**config.mk**
```make
export PLATFORM = sky130hd
export DESIGN_NAME = mac_seq
export DESIGN_NICKNAME = d
export VERILOG_FILES = /design/src/rtl/mac_seq.sv
export SDC_FILE = /design/constraint.sdc
export NUM_CORES = 1
export LEC_CHECK = 0
export BUFFER_PORTS_ARGS = -buffer_cell sky130_fd_sc_hd__buf_2
export CAP_MARGIN = 10
export CELL_PAD_IN_SITES_DETAIL_PLACEMENT = 1
export CELL_PAD_IN_SITES_GLOBAL_PLACEMENT = 1
export CORE_AREA = 2 2 66 93
export DETAILED_ROUTE_END_ITERATION = 10
export DIE_AREA = 0 0 68 95
export PLACE_DENSITY_LB_ADDON = 0.3
export SLEW_MARGIN = 25
export SYNTH_ARGS = -nofsm -noshare
export SYNTH_HDL_FRONTEND = slang
export SYNTH_SLANG_ARGS = --single-unit
```
**constraint.sdc**
```tcl
create_clock -name clk -period 4.2 [get_ports clk]
set_input_delay 0.63 -clock clk [delete_from_list [all_inputs] [get_ports clk]]
set_output_delay 0.63 -clock clk [all_outputs]
set_load 0.1 [all_outputs]
```
**src/rtl/mac_seq.sv**
```systemverilog
// -----------------------------------------------------------------------------
// mac_seq
//
// Job sequencer in front of the 8x8->20-bit mac accumulator. A job:
//   1. clears the mac with a one-cycle sclr pulse,
//   2. streams VEC_LEN operand pairs into it (bubbles feed zeros),
//   3. waits out the mac's two pipeline stages,
//   4. then presents the dot product on a valid/ready result port.
//
// This block is the only driver of the mac's i_a/i_b/sclr, and those are
// registered here.
//
// Parameters
//   VEC_LEN  operand pairs per job, 1..16. The maximum sum is
//            16*255*255 = 1040400, which fits in 20 bits.
//
// Ports
//   clk      clock
//   rst      synchronous reset, active high
//   s_valid  operand pair valid
//   s_ready  pair accepted on this cycle's edge (FEED only)
//   s_a      operand a, unsigned
//   s_b      operand b, unsigned
//   m_a      to mac i_a, registered
//   m_b      to mac i_b, registered
//   m_sclr   to mac sclr, registered, high only in CLR
//   m_mac    from mac o_mac
//   r_valid  result valid, held until r_ready
//   r_ready  result consumer ready
//   r_data   dot-product result
//   busy     high in every state except IDLE
// -----------------------------------------------------------------------------
module mac_seq #(
  parameter int unsigned VEC_LEN = 16
) (
  input  logic        clk,
  input  logic        rst,
  input  logic        s_valid,
  output logic        s_ready,
  input  logic [7:0]  s_a,
  input  logic [7:0]  s_b,
  output logic [7:0]  m_a,
  output logic [7:0]  m_b,
  output logic        m_sclr,
  input  logic [19:0] m_mac,
  output logic        r_valid,
  input  logic        r_ready,
  output logic [19:0] r_data,
  output logic        busy
);

  // Out-of-range lengths are rejected when the design is elaborated.
  generate
    if (VEC_LEN < 1 || VEC_LEN > 16) begin : g_bad_vec_len
      $error("mac_seq: VEC_LEN must be in 1..16");
    end
  endgenerate

  localparam int CNT_W = 5;
  localparam logic [CNT_W-1:0] LAST_IDX = CNT_W'(VEC_LEN - 1);

  typedef enum logic [2:0] {
    IDLE,
    CLR,
    FEED,
    DRAIN,
    DONE
  } state_t;

  state_t            state_q;
  logic [CNT_W-1:0]  cnt_q;
  logic [1:0]        drain_q;
  logic              s_ready_q;
  logic [7:0]        m_a_q;
  logic [7:0]        m_b_q;
  logic              m_sclr_q;
  logic              r_valid_q;
  logic [19:0]       r_data_q;
  logic              busy_q;

  logic              accept;

  // s_ready is a register, so a transfer is decided entirely by what is
  // visible to the source during the cycle.
  assign accept = s_valid & s_ready_q;

  // Single FSM process; every output is a register updated together with
  // the state so outputs always match the state they belong to.
  always_ff @(posedge clk) begin
    if (rst) begin
      state_q   <= IDLE;
      cnt_q     <= '0;
      drain_q   <= '0;
      s_ready_q <= 1'b0;
      m_a_q     <= '0;
      m_b_q     <= '0;
      m_sclr_q  <= 1'b0;
      r_valid_q <= 1'b0;
      r_data_q  <= '0;
      busy_q    <= 1'b0;
    end else begin
      case (state_q)
        IDLE: begin
          m_a_q <= '0;
          m_b_q <= '0;
          // A pending pair only starts the job; it is consumed later in FEED.
          if (s_valid) begin
            state_q  <= CLR;
            m_sclr_q <= 1'b1;
            busy_q   <= 1'b1;
          end
        end

        CLR: begin
          // The mac clears at the edge that leaves this state.
          state_q   <= FEED;
          m_sclr_q  <= 1'b0;
          cnt_q     <= '0;
          s_ready_q <= 1'b1;
          m_a_q     <= '0;
          m_b_q     <= '0;
        end

        FEED: begin
          if (accept) begin
            m_a_q <= s_a;
            m_b_q <= s_b;
            cnt_q <= cnt_q + 1'b1;
            if (cnt_q == LAST_IDX) begin
              state_q   <= DRAIN;
              s_ready_q <= 1'b0;
              drain_q   <= '0;
            end
          end else begin
            // Bubble: zero operands add nothing to the running sum.
            m_a_q <= '0;
            m_b_q <= '0;
          end
        end

        DRAIN: begin
          // drain_q 0: m_a/m_b carry the last pair
          // drain_q 1: mac product register holds the last product
          // drain_q 2: m_mac holds the complete sum
          m_a_q   <= '0;
          m_b_q   <= '0;
          drain_q <= drain_q + 2'd1;
          if (drain_q == 2'd2) begin
            r_data_q  <= m_mac;
            r_valid_q <= 1'b1;
            state_q   <= DONE;
          end
        end

        DONE: begin
          // r_data stays frozen until the consumer takes it.
          if (r_ready) begin
            r_valid_q <= 1'b0;
            busy_q    <= 1'b0;
            state_q   <= IDLE;
          end
        end

        default: begin
          state_q   <= IDLE;
          s_ready_q <= 1'b0;
          m_sclr_q  <= 1'b0;
          r_valid_q <= 1'b0;
          busy_q    <= 1'b0;
        end
      endcase
    end
  end

  assign s_ready = s_ready_q;
  assign m_a     = m_a_q;
  assign m_b     = m_b_q;
  assign m_sclr  = m_sclr_q;
  assign r_valid = r_valid_q;
  assign r_data  = r_data_q;
  assign busy    = busy_q;

endmodule

```
==> Implementation_results.wiki <==
{| class="wikitable"
! Metric !! Value
|-
| Count of placed standard cells in the final layout, fillers left out || 367
|-
| Hold-critical path endpoint || r_data[4]$_SDFFE_PP0P_
|-
| Max Transition Viols Final || 0
|-
| Via count of the first global-routing pass || 1,810
|-
| Remaining routing DRC violations || 0
|-
| Initial Utilization || 0.355
|-
| Net count after synthesis || 271
|-
| Final setup margin || 2.24 ns
|-
| Weighted congestion at the end of routability-driven global placement || 0.748
|-
| Count of antenna diodes in the layout || 0
|-
| Yosys cell types || 39
|-
| Count of flip-flops with a built-in enable after synthesis || 0
|-
| Final count of hold timing violations || 0
|-
| Sum of negative setup slack || 0 ns
|-
| Worst supply voltage drop on vdd || 0.000197 V
|-
| Post-synthesis async set-or-reset flop share || 0
|-
| Most frequent standard cell in the layout excluding fill and tap cells || buf_2
|-
| Post-route clock skew || 0.00855 ns
|-
| Cts-stage hold buffer count || 0
|-
| Wire length of the first global-routing pass || 8.05 mm
|-
| Warning count from the yosys run || 0
|-
| Clock slew at the register clock pins of the worst setup and hold paths || 0.09 ns
|-
| Number of buffers inserted during clock tree synthesis || 5
|-
| Kind of start point of the critical path || register
|-
| Arrival time at the worst endpoint || 2.10 ns
|-
| Pwr per Cell Area || 364 nW/um^2
|-
| Total iterations of the first detailed-routing run || 4
|-
| Boundary Pins || 80
|-
| Share of cells above drive strength 1 || 0.320
|-
| Top achievable clock speed || 0.511 GHz
|-
| Worst Max-Slew Pin Slew || 0.920 ns
|-
| Placed Cells incl. Taps || 359
|-
| Height of the die || 95 um
|-
| Maximum fanout count along the critical path || 20
|-
| Switching share of power || 0.249
|-
| Clock Tree Root || clkbuf_8
|-
| Setup violators final || 0
|-
| Netlist Area Pre-Place || 2020 um^2
|-
| Worst R2R Setup Slack || 2.24 ns
|-
| Number of nets in the finished design || 339
|-
| Capturing element type of the critical path || register
|-
| Vias per cell || 5.16
|-
| Antenna violations before repair || 0
|-
| Area growth from synthesis to final layout || 24.4%
|-
| Result of the run || complete, no violations
|-
| Overflow left after global routing || 0
|-
| Proportion of power drawn by flip-flops and latches || 0.535
|-
| Clock share of power || 0.364
|-
| Floorplan Core Area || 5700 um^2
|-
| Wire length reported by the detailed router || 5.07 mm
|-
| Post CTS Setup Buffer Count || 0
|-
| Max-capacitance violation count || 0
|-
| Final core utilization || 0.441
|-
| Worst setup slack after placement || 2.16 ns
|-
| Synth Flop Type || dfxtp_1
|-
| Gate Count Post-Synth || 228
|-
| Internal power || 0.000688 W
|-
| Synthesized area per cell || 8.87 um^2
|-
| DPL Wire Length || 3.50 mm
|-
| Post-synthesis sequential area ratio || 0.495
|-
| TritonCTS sink count || 50
|-
| Flip-flop and latch count after synthesis || 50
|-
| # resized after CTS || 0
|-
| Most used cells in the layout excluding fill and tap cells || buf_2 (79), dfxtp_1 (50), nand2_1 (45)
|-
| Crit path from || state_q[0]$_SDFFE_PP0P_
|-
| CTS tree || yes
|-
| Cell depth of the worst min-delay path || 2
|-
| Total GRT Usage || 0.162
|-
| Number of rows in the core area || 33
|-
| Total via count after detailed routing || 1,894
|-
| Required time of the critical path || 4.35 ns
|-
| Violation count after the first detailed-route iteration || 94
|-
| Number of H-tree levels || 2
|-
| Launch instance of the worst register-to-register path || state_q[0]$_SDFFE_PP0P_
|-
| Power share of the combinational group || 0.101
|-
| Antenna viol nets, final || 0
|-
| Number of cells on the worst reg-to-reg path || 3
|-
| Unrepaired setup endpoints after global routing || no
|-
| Relative slew slack || 0.387
|-
| Worst hold path startpoint || r_data[4]$_SDFFE_PP0P_
|-
| HP Class || register to register
|-
| Buffer levels on the longest clock path || 2
|-
| Worst Path Class, Setup || register to register
|-
| Reg-to-Reg End || r_data[15]$_SDFFE_PP0P_
|-
| Post-route fraction of the period consumed by the critical path || 0.466
|-
| Pin count of the biggest net entering global routing || 53
|-
| Final critical delay including setup and external delays || 1.96 ns
|-
| Pwr Total || 0.000915 W
|-
| Insertion delay of the later-clocked pin in the worst-skew pair || 0.30 ns
|-
| Wire per inst || 13.8 um
|-
| X dimension of the die || 68 um
|-
| P_sw || 0.000228 W
|-
| Area of the die || 6460 um^2
|-
| Leakage dissipation || 1.08 nW
|-
| Port Buffers || 79
|}
## area by class of cell
| cell class | count | area [um^2] |
|---|---|---|
| clock buffers | 7 | 76.3 |
| clock inverters | 1 | 30.0 |
| fillers | 705 | 3180 |
| inverters | 3 | 11.3 |
| multi-input cells | 156 | 906 |
| flip-flops and latches | 50 | 1000 |
| well taps | 70 | 87.6 |
| repair buffers | 80 | 403 |
## critical path, cell delays in order (launching register included)
cell and delay, ns:
dfxtp_1 0.67, nand4b_1 0.77, nand2_1 0.27, a21oi_1 0.09
## registers in the layout, summed over array words and instances, names as in the netlist
register	flops
m_a	8
cnt_q	5
drain_q	2
m_sclr	1
r_data	20
r_valid	1
m_b	8
state_q	3
busy	1
s_ready	1
## power groups by stage
stage                     sequential, W  combinational, W  clock, W
after floorplan                0.000525         0.0000408         0
after global placement         0.000501         0.0000928         0
after detailed placement       0.000501         0.0000936         0
after CTS                      0.000490         0.0000941  0.000350
after global routing           0.000492         0.0000997  0.000364
final                          0.000490         0.0000925  0.000333
## cell families after synthesis
kind of cell               Yosys count  share of synthesized area
AOI/OAI and AO/OA                   59                      0.204
and+or+nand+nor                     92                      0.216
buffers and inverters               22                     0.0569
adders and majority gates            3                     0.0186
muxes                                2                    0.00990
DFF                                 50                      0.495
## routing by layer
layer | vias up | track usage | wire length, um
li1 | 932 | - | -
met1 | 895 | 0.170 | 2100
met2 | 60 | 0.306 | 2580
met3 | 7 | 0.0358 | 301
met4 | 0 | 0.0583 | 82
met5 | - | 0 | 0
## synthesized netlist by cell type (2+ instances only)
cell type | n | area (um^2)
inv_1 | 3 | 11.3
and3_1 | 2 | 12.5
buf_2 | 8 | 40.0
clkbuf_1 | 6 | 22.5
o21ai_0 | 2 | 10.0
nand3_1 | 3 | 15.0
nand3b_1 | 3 | 22.5
nor2b_1 | 2 | 12.5
a21oi_1 | 28 | 140
buf_4 | 4 | 30.0
nor2_1 | 24 | 90.1
nand2_1 | 45 | 169
mux2i_1 | 2 | 20.0
a311oi_1 | 3 | 26.3
a32oi_1 | 16 | 140
dfxtp_1 | 50 | 1000
ha_1 | 3 | 37.5
or3b_1 | 2 | 17.5
nand4b_1 | 2 | 17.5
## per-stage QoR
stage | area [um^2] | hold slack [ns]
after floorplan | 2020 | 0.449
after global placement | 2410 | 0.440
after detailed placement | 2410 | 0.447
after CTS | 2510 | 0.461
after global routing | 2510 | 0.482
final | 2510 | 0.457
## how the worst max path moves through the flow
stage	to	slack [ns]	depth (start not counted)
5_1_grt	r_data[17]$_SDFFE_PP0P_	1.99	3
4_1_cts	r_data[15]$_SDFFE_PP0P_	2.19	3
6_report	r_data[15]$_SDFFE_PP0P_	2.24	3
3_5_place_dp	cnt_q[0]$_SDFFE_PP0P_	2.16	4
2_1_floorplan	m_b[0]$_SDFFE_PP0P_	2.36	5
3_3_place_gp	cnt_q[0]$_SDFFE_PP0P_	2.22	4
(Power assumes the default switching activity.)
